[src/rtl/harp_pkg.sv]
// rtl/harp_pkg.sv - shared constants and state types for the HARP timestamp receiver
package harp_pkg;
  localparam logic [7:0] HARP_HDR0     = 8'hAA;
  localparam logic [7:0] HARP_HDR1     = 8'hAF;
  localparam int         HARP_TS_BYTES = 4;

  typedef enum logic [1:0] {HUNT_AA, HUNT_AF, TS, WAIT_SEC} parser_state_t;
  typedef enum logic [2:0] {RX_IDLE, RX_START, RX_DATA, RX_STOP, RX_WAIT_HIGH} rx_state_t;
endpackage

[src/rtl/uart_rx_byte.sv]
// rtl/uart_rx_byte.sv - 2-flop synchronizer plus 8N1 byte receiver with glitch rejection
module uart_rx_byte
  import harp_pkg::*;
#(
  parameter int BIT_CYC = 600
) (
  input  logic       i_clk,
  input  logic       i_reset,
  input  logic       i_rx,
  output logic       o_byte_valid,
  output logic [7:0] o_byte_data,
  output logic       o_byte_err,
  output logic       o_start_det
);
  localparam int               CNT_W     = $clog2(BIT_CYC);
  localparam logic [CNT_W-1:0] HALF_LAST = CNT_W'(BIT_CYC / 2 - 1);
  localparam logic [CNT_W-1:0] BIT_LAST  = CNT_W'(BIT_CYC - 1);

  logic             r_rx_meta, r_rx_s;
  rx_state_t        r_state, w_next;
  logic [CNT_W-1:0] r_cnt;
  logic [2:0]       r_bit_idx;
  logic [7:0]       r_shift;
  logic             w_cnt_done;

  always_ff @(posedge i_clk or posedge i_reset) begin
    if (i_reset) begin
      r_rx_meta <= 1'b1;
      r_rx_s    <= 1'b1;
    end else begin
      r_rx_meta <= i_rx;
      r_rx_s    <= r_rx_meta;
    end
  end

  // The start bit is re-checked at half a bit period; data and stop are sampled mid-bit.
  assign w_cnt_done = (r_state == RX_START) ? (r_cnt == HALF_LAST) : (r_cnt == BIT_LAST);

  always_ff @(posedge i_clk or posedge i_reset) begin
    if (i_reset) r_state <= RX_IDLE;
    else         r_state <= w_next;
  end

  always_comb begin
    w_next = r_state;
    case (r_state)
      RX_IDLE:      if (!r_rx_s) w_next = RX_START;
      RX_START:     if (w_cnt_done) w_next = r_rx_s ? RX_IDLE : RX_DATA;
      RX_DATA:      if (w_cnt_done && r_bit_idx == 3'd7) w_next = RX_STOP;
      RX_STOP:      if (w_cnt_done) w_next = r_rx_s ? RX_IDLE : RX_WAIT_HIGH;
      RX_WAIT_HIGH: if (r_rx_s) w_next = RX_IDLE;
      default:      w_next = RX_IDLE;
    endcase
  end

  always_comb begin
    o_start_det  = (r_state == RX_IDLE) && !r_rx_s;
    o_byte_valid = (r_state == RX_STOP) && w_cnt_done && r_rx_s;
    o_byte_err   = (r_state == RX_STOP) && w_cnt_done && !r_rx_s;
    o_byte_data  = r_shift;
  end

  always_ff @(posedge i_clk or posedge i_reset) begin
    if (i_reset) begin
      r_cnt     <= '0;
      r_bit_idx <= '0;
      r_shift   <= '0;
    end else begin
      if (r_state == RX_IDLE || r_state == RX_WAIT_HIGH || w_cnt_done) r_cnt <= '0;
      else                                                             r_cnt <= r_cnt + 1'b1;
      if (r_state == RX_DATA && w_cnt_done) begin
        r_shift   <= {r_rx_s, r_shift[7:1]};
        r_bit_idx <= r_bit_idx + 1'b1;
      end
    end
  end
endmodule

[src/rtl/harp_sync_rx.sv]
// rtl/harp_sync_rx.sv - HARP timestamp parser, second-boundary strobe and lock tracking
module harp_sync_rx
  import harp_pkg::*;
#(
  parameter int CLK_RATE_HZ    = 60_000_000,
  parameter int BAUD_HZ        = 100_000,
  parameter int SEC_OFFSET_CYC = 40_320,
  parameter int BYTE_GAP_BITS  = 20,
  parameter int LOCK_LOSS_CYC  = 120_000_000
) (
  input  logic        i_clk,
  input  logic        i_reset,
  input  logic        i_rx,
  output logic [31:0] o_seconds,
  output logic        o_sec_strobe,
  output logic        o_locked,
  output logic        o_frame_err
);
  localparam int BIT_CYC = CLK_RATE_HZ / BAUD_HZ;
  localparam int GAP_CYC = BYTE_GAP_BITS * BIT_CYC;
  localparam int SEC_W   = $clog2(SEC_OFFSET_CYC);
  localparam int GAP_W   = $clog2(GAP_CYC);
  localparam int LOCK_W  = $clog2(LOCK_LOSS_CYC);

  logic               w_byte_valid, w_byte_err, w_start_det;
  logic [7:0]         w_byte_data;
  parser_state_t      r_state, w_next_state;
  logic [31:0]        r_ts;
  logic [1:0]         r_ts_idx;
  logic [SEC_W-1:0]   r_sec_cnt;
  logic [GAP_W-1:0]   r_gap_cnt;
  logic [LOCK_W-1:0]  r_lock_cnt;
  logic               w_in_frame, w_gap_timeout, w_err_evt, w_strobe_evt;

  uart_rx_byte #(.BIT_CYC(BIT_CYC)) u_rx (
    .i_clk        (i_clk),
    .i_reset      (i_reset),
    .i_rx         (i_rx),
    .o_byte_valid (w_byte_valid),
    .o_byte_data  (w_byte_data),
    .o_byte_err   (w_byte_err),
    .o_start_det  (w_start_det)
  );

  always_ff @(posedge i_clk or posedge i_reset) begin
    if (i_reset) r_state <= HUNT_AA;
    else         r_state <= w_next_state;
  end

  // A byte arriving in the timeout cycle suppresses the timeout.
  always_comb begin
    w_in_frame    = (r_state == HUNT_AF) || (r_state == TS);
    w_gap_timeout = w_in_frame && (r_gap_cnt == GAP_W'(GAP_CYC - 1)) && !w_byte_valid;
    w_err_evt     = w_byte_err || w_gap_timeout || ((r_state == WAIT_SEC) && w_start_det);
    w_strobe_evt  = (r_state == WAIT_SEC) && (r_sec_cnt == '0) && !w_err_evt;
  end

  always_comb begin
    w_next_state = r_state;
    if (w_err_evt) begin
      w_next_state = HUNT_AA;
    end else begin
      case (r_state)
        HUNT_AA:  if (w_byte_valid && w_byte_data == HARP_HDR0) w_next_state = HUNT_AF;
        HUNT_AF:  if (w_byte_valid) begin
                    if (w_byte_data == HARP_HDR1)      w_next_state = TS;
                    else if (w_byte_data != HARP_HDR0) w_next_state = HUNT_AA;
                  end
        TS:       if (w_byte_valid && r_ts_idx == 2'(HARP_TS_BYTES - 1)) w_next_state = WAIT_SEC;
        WAIT_SEC: if (r_sec_cnt == '0) w_next_state = HUNT_AA;
        default:  w_next_state = HUNT_AA;
      endcase
    end
  end

  always_ff @(posedge i_clk or posedge i_reset) begin
    if (i_reset) begin
      r_ts         <= '0;
      r_ts_idx     <= '0;
      r_sec_cnt    <= '0;
      r_gap_cnt    <= '0;
      r_lock_cnt   <= '0;
      o_seconds    <= '0;
      o_sec_strobe <= 1'b0;
      o_locked     <= 1'b0;
      o_frame_err  <= 1'b0;
    end else begin
      if (r_state == HUNT_AF && w_next_state == TS) r_ts_idx <= '0;
      else if (r_state == TS && w_byte_valid) begin
        r_ts[{r_ts_idx, 3'b000} +: 8] <= w_byte_data;
        r_ts_idx                      <= r_ts_idx + 1'b1;
      end
      if (r_state == TS && w_next_state == WAIT_SEC)       r_sec_cnt <= SEC_W'(SEC_OFFSET_CYC - 1);
      else if (r_state == WAIT_SEC && r_sec_cnt != '0)     r_sec_cnt <= r_sec_cnt - 1'b1;
      if (!w_in_frame || w_byte_valid) r_gap_cnt <= '0;
      else                             r_gap_cnt <= r_gap_cnt + 1'b1;
      o_sec_strobe <= w_strobe_evt;
      o_frame_err  <= w_err_evt;
      if (w_strobe_evt) begin
        o_seconds  <= r_ts + 32'd1;
        o_locked   <= 1'b1;
        r_lock_cnt <= '0;
      end else if (o_locked) begin
        if (r_lock_cnt == LOCK_W'(LOCK_LOSS_CYC - 1)) begin
          o_locked   <= 1'b0;
          r_lock_cnt <= '0;
        end else begin
          r_lock_cnt <= r_lock_cnt + 1'b1;
        end
      end
    end
  end
endmodule

[config.mk]
export PLATFORM = sky130hd
export DESIGN_NAME = harp_sync_rx
export DESIGN_NICKNAME = d
export VERILOG_FILES = /design/src/rtl/harp_pkg.sv /design/src/rtl/uart_rx_byte.sv /design/src/rtl/harp_sync_rx.sv
export SDC_FILE = /design/constraint.sdc
export NUM_CORES = 1
export LEC_CHECK = 0
export BUFFER_PORTS_ARGS = -buffer_cell sky130_fd_sc_hd__buf_2
export CORE_MARGIN = 2
export CORE_UTILIZATION = 55
export DETAILED_ROUTE_END_ITERATION = 6
export PLACE_DENSITY = 0.77
export SYNTH_ARGS = -nofsm -noshare
export SYNTH_HDL_FRONTEND = slang
export SYNTH_SLANG_ARGS = --single-unit
[constraint.sdc]
create_clock -name i_clk -period 10.4 [get_ports i_clk]
set_input_delay 1.56 -clock i_clk [delete_from_list [all_inputs] [get_ports i_clk]]
set_output_delay 1.56 -clock i_clk [all_outputs]
set_load 0.01 [all_outputs]
==> flow_summary_export.csv <==
group,metric,value,unit
die,die_width,123,µm
sta,grt_setup_unrepaired,"false",
clock_tree,cts_buffers,17,
sta,fin_crit_sh,0.364,
power,irDropWorstVdd,104,µV
sta,fin_ws,6620,ps
critical_path,crit_arrival,4120,ps
clock_tree,tritoncts,"built",
cells_and_area,nets,832,
placed_design,dp_hpwl,11000,µm
die,rows,43,
logic_synthesis,yosys.area.top_type,"dfrtp_1",
logic_synthesis,synth_simple_gate_area_frac,0.227,
clock_tree,cts_setup_buffers,0,
cells_and_area,final_common_cell,"dfrtp_1",
die,start_util,0.563,
detailed_routing,drtIter0Drc,570,
critical_path,criticalPathCategory,"reg2reg",
logic_synthesis,yosys_most_used_dff,"dfrtp_1",
cells_and_area,post-route-util,0.628,
cells_and_area,final_cell_count_no_fill,1003,
detailed_routing,vias,6018,
placed_design,portBuffers,37,
logic_synthesis,synth_area_per_cell,9.95,µm²
die,die_y,123,µm
sta,fin_worst_skew,8.23,ps
critical_path,cp.required,10740,ps
logic_synthesis,synthesis.area,0.00781,mm²
sta,clock.fmax,264,MHz
logic_synthesis,synthArstFlopShare,1.00,
sta,worst_pin_slew,857,ps
sta,finalSetupViolCount,0,
clock_tree,cts_resized,0,
logic_synthesis,synth_top_area_share,0.487,
clock_tree,cts.clk_slew.worst_paths,60,ps
sta,tns,0,ps
logic_synthesis,ys_seq_elements,154,
sta,fin_crit,3780,ps
logic_synthesis,synth_compound_area_frac,0.0953,
detailed_routing,drtPass1Iterations,7,
clock_tree,clockBufferDepth,2,
global_route,grt_pass1_wl,27500,µm
sta,hold_viol_final,0,
cells_and_area,antenna_cells,0,
placed_design,dp_slack,6680,ps
global_route,grt_max_degree,98,
min_path,hp-class,"reg2reg",
logic_synthesis,synth_area_leaders,"dfrtp_1 49%, mux2_2 4.9%, nand2_1 4.2%",
detailed_routing,routedWlPerCell,16.2,µm
detailed_routing,via_per_inst,6.00,
detailed_routing,routed_wl,16200,µm
global_route,antenna_found_initial,0,
placed_design,gp_congestion,0.904,
logic_synthesis,synth_top_family_by_area,"simple AND/OR/NAND/NOR gates",
die,dieArea,0.0152,mm²
clock_tree,cts_sinks,154,
power,p_leak,4.03,nW
logic_synthesis,synth_cells,785,
cells_and_area,nFillCells,1125,
sta,slew_viol_final,0,
power,p_per_area,143,mW/mm²
outcome,status,"complete, no violations",
logic_synthesis,synth_edf_count,0,
global_route,grtUsageTotal,0.230,
clock_tree,htree_levels,4,
die,core_area,0.0139,mm²
die,pin_count,38,
clock_tree,root_buffer,"clkbuf_16",
global_route,grt_pass1_vias,5813,
logic_synthesis,synth_mux_area_frac,0.0541,
logic_synthesis,synthAdderAreaFrac,0.0256,
clock_tree,clk_latency,430,ps
placed_design,dp_cells,974,
critical_path,critPathMaxFanout,97,
logic_synthesis,synth_nets,804,
critical_path,startpoint_type,"register",
clock_tree,holdBufCountCts,0,
global_route,overflow,0,
logic_synthesis,yosys_warnings,0,
critical_path,end_kind,"register",
cells_and_area,final_cell_mix,"152 x dfrtp_1, 88 x nand2_1, 70 x nor2_1",
logic_synthesis,synth.distinct_cells,62,
logic_synthesis,synth_xor_area_frac,0.0762,
sta,slew_headroom,0.423,
detailed_routing,ant_nets,0,
detailed_routing,drc,0,
logic_synthesis,ys_seq_area_frac,0.494,
cells_and_area,layout-drive-gt1-share,0.152,
flow_run,cap_violations,0,
cells_and_area,area_delta_synth_final,11.5,%
[registers in the layout, summed over array words and instances (netlist names), 8 cells and up]
name	cells
r_gap_cnt	14
r_ts	32
r_lock_cnt	27
u_rx.r_cnt	10
r_sec_cnt	16
u_rx.o_byte_data	8
o_seconds	32
[through the flow]
stage	hold slack [ps]	power, mW	instance area (µm²)
after floorplan	345	0.620	7810
after global placement	347	0.624	8110
after detailed placement	347	0.624	8110
after CTS	356	1.25	8710
after global routing	366	1.28	8710
final	355	1.24	8710
[worst max-delay path: stages, from the launching register on]
cell       delay, ps
dfrtp_1          440
inv_1            120
ha_1             320
nand4bb_1        110
nor4_1           340
o21ai_0          330
nand3_2          150
buf_4            660
inv_1            450
or3b_2           570
a31oi_1          170
[synth_stat cells (10+ instances only)]
cell type / number
a31oi_1: 35
o21ai_0: 36
xor2_1: 37
nor4_1: 10
nand2_1: 88
nand4_1: 22
inv_1: 20
nand3_1: 50
nor2_1: 71
dfrtp_1: 152
xnor2_1: 31
and3_1: 30
clkbuf_1: 22
mux2_2: 34
ha_1: 16
[cell type report]
type	instances	area, µm²	share of cell area
clock buffers	22	484	0.0556
inverters	20	80.1	0.00919
well taps	180	225	0.0259
clock inverters	7	116	0.0134
multi-input cells	580	3740	0.429
flip-flops and latches	154	3860	0.443
repair buffers	40	208	0.0238
[layer usage]
metal / global-route usage / vias to the layer above / part of all wire
met3: 0.0512 / 40 / 0.048
met2: 0.377 / 182 / 0.49
li1: - / 2850 / -
met5: 0 / - / 0
met4: 0.0930 / 0 / 0.023
met1: 0.296 / 2946 / 0.44
[path summary, 6_finish.rpt]
| path | startpoint | to | slack, ps | cells past startpoint |
|---|---|---|---|---|
| max | r_state[0]$_DFF_PP0_ | r_lock_cnt[11]$_DFFE_PP0P_ | 6620 | 10 |
| min | u_rx.r_rx_meta$_DFF_PP1_ | u_rx.r_rx_s$_DFF_PP1_ | 360 | 0 |
| max reg2reg | r_state[0]$_DFF_PP0_ | r_lock_cnt[11]$_DFFE_PP0P_ | 6620 | 10 |
| min reg2reg | u_rx.r_rx_meta$_DFF_PP1_ | u_rx.r_rx_s$_DFF_PP1_ | 360 | 0 |
| max in group asynchronous | i_reset | r_lock_cnt[2]$_DFFE_PP0P_ | 7860 | 3 |
| min in group asynchronous | i_reset | r_lock_cnt[22]$_DFFE_PP0P_ | 1290 | 2 |
[cells by family (layout without fill, tap and decap cells)]
family	after synthesis	after routing
simple gates	344	344
flops	154	154
mux	38	38
xor+xnor	68	68
buf+inv	51	89
fa+ha+maj	16	16
compound gates	114	114
[report_power, final]
group	switching [mW]	internal [mW]
Sequential	0.000386	0.600
Clock	0.232	0.398
Combinational	0.0114	0.000667
Total	0.243	0.999
(Power assumes the default switching activity.)
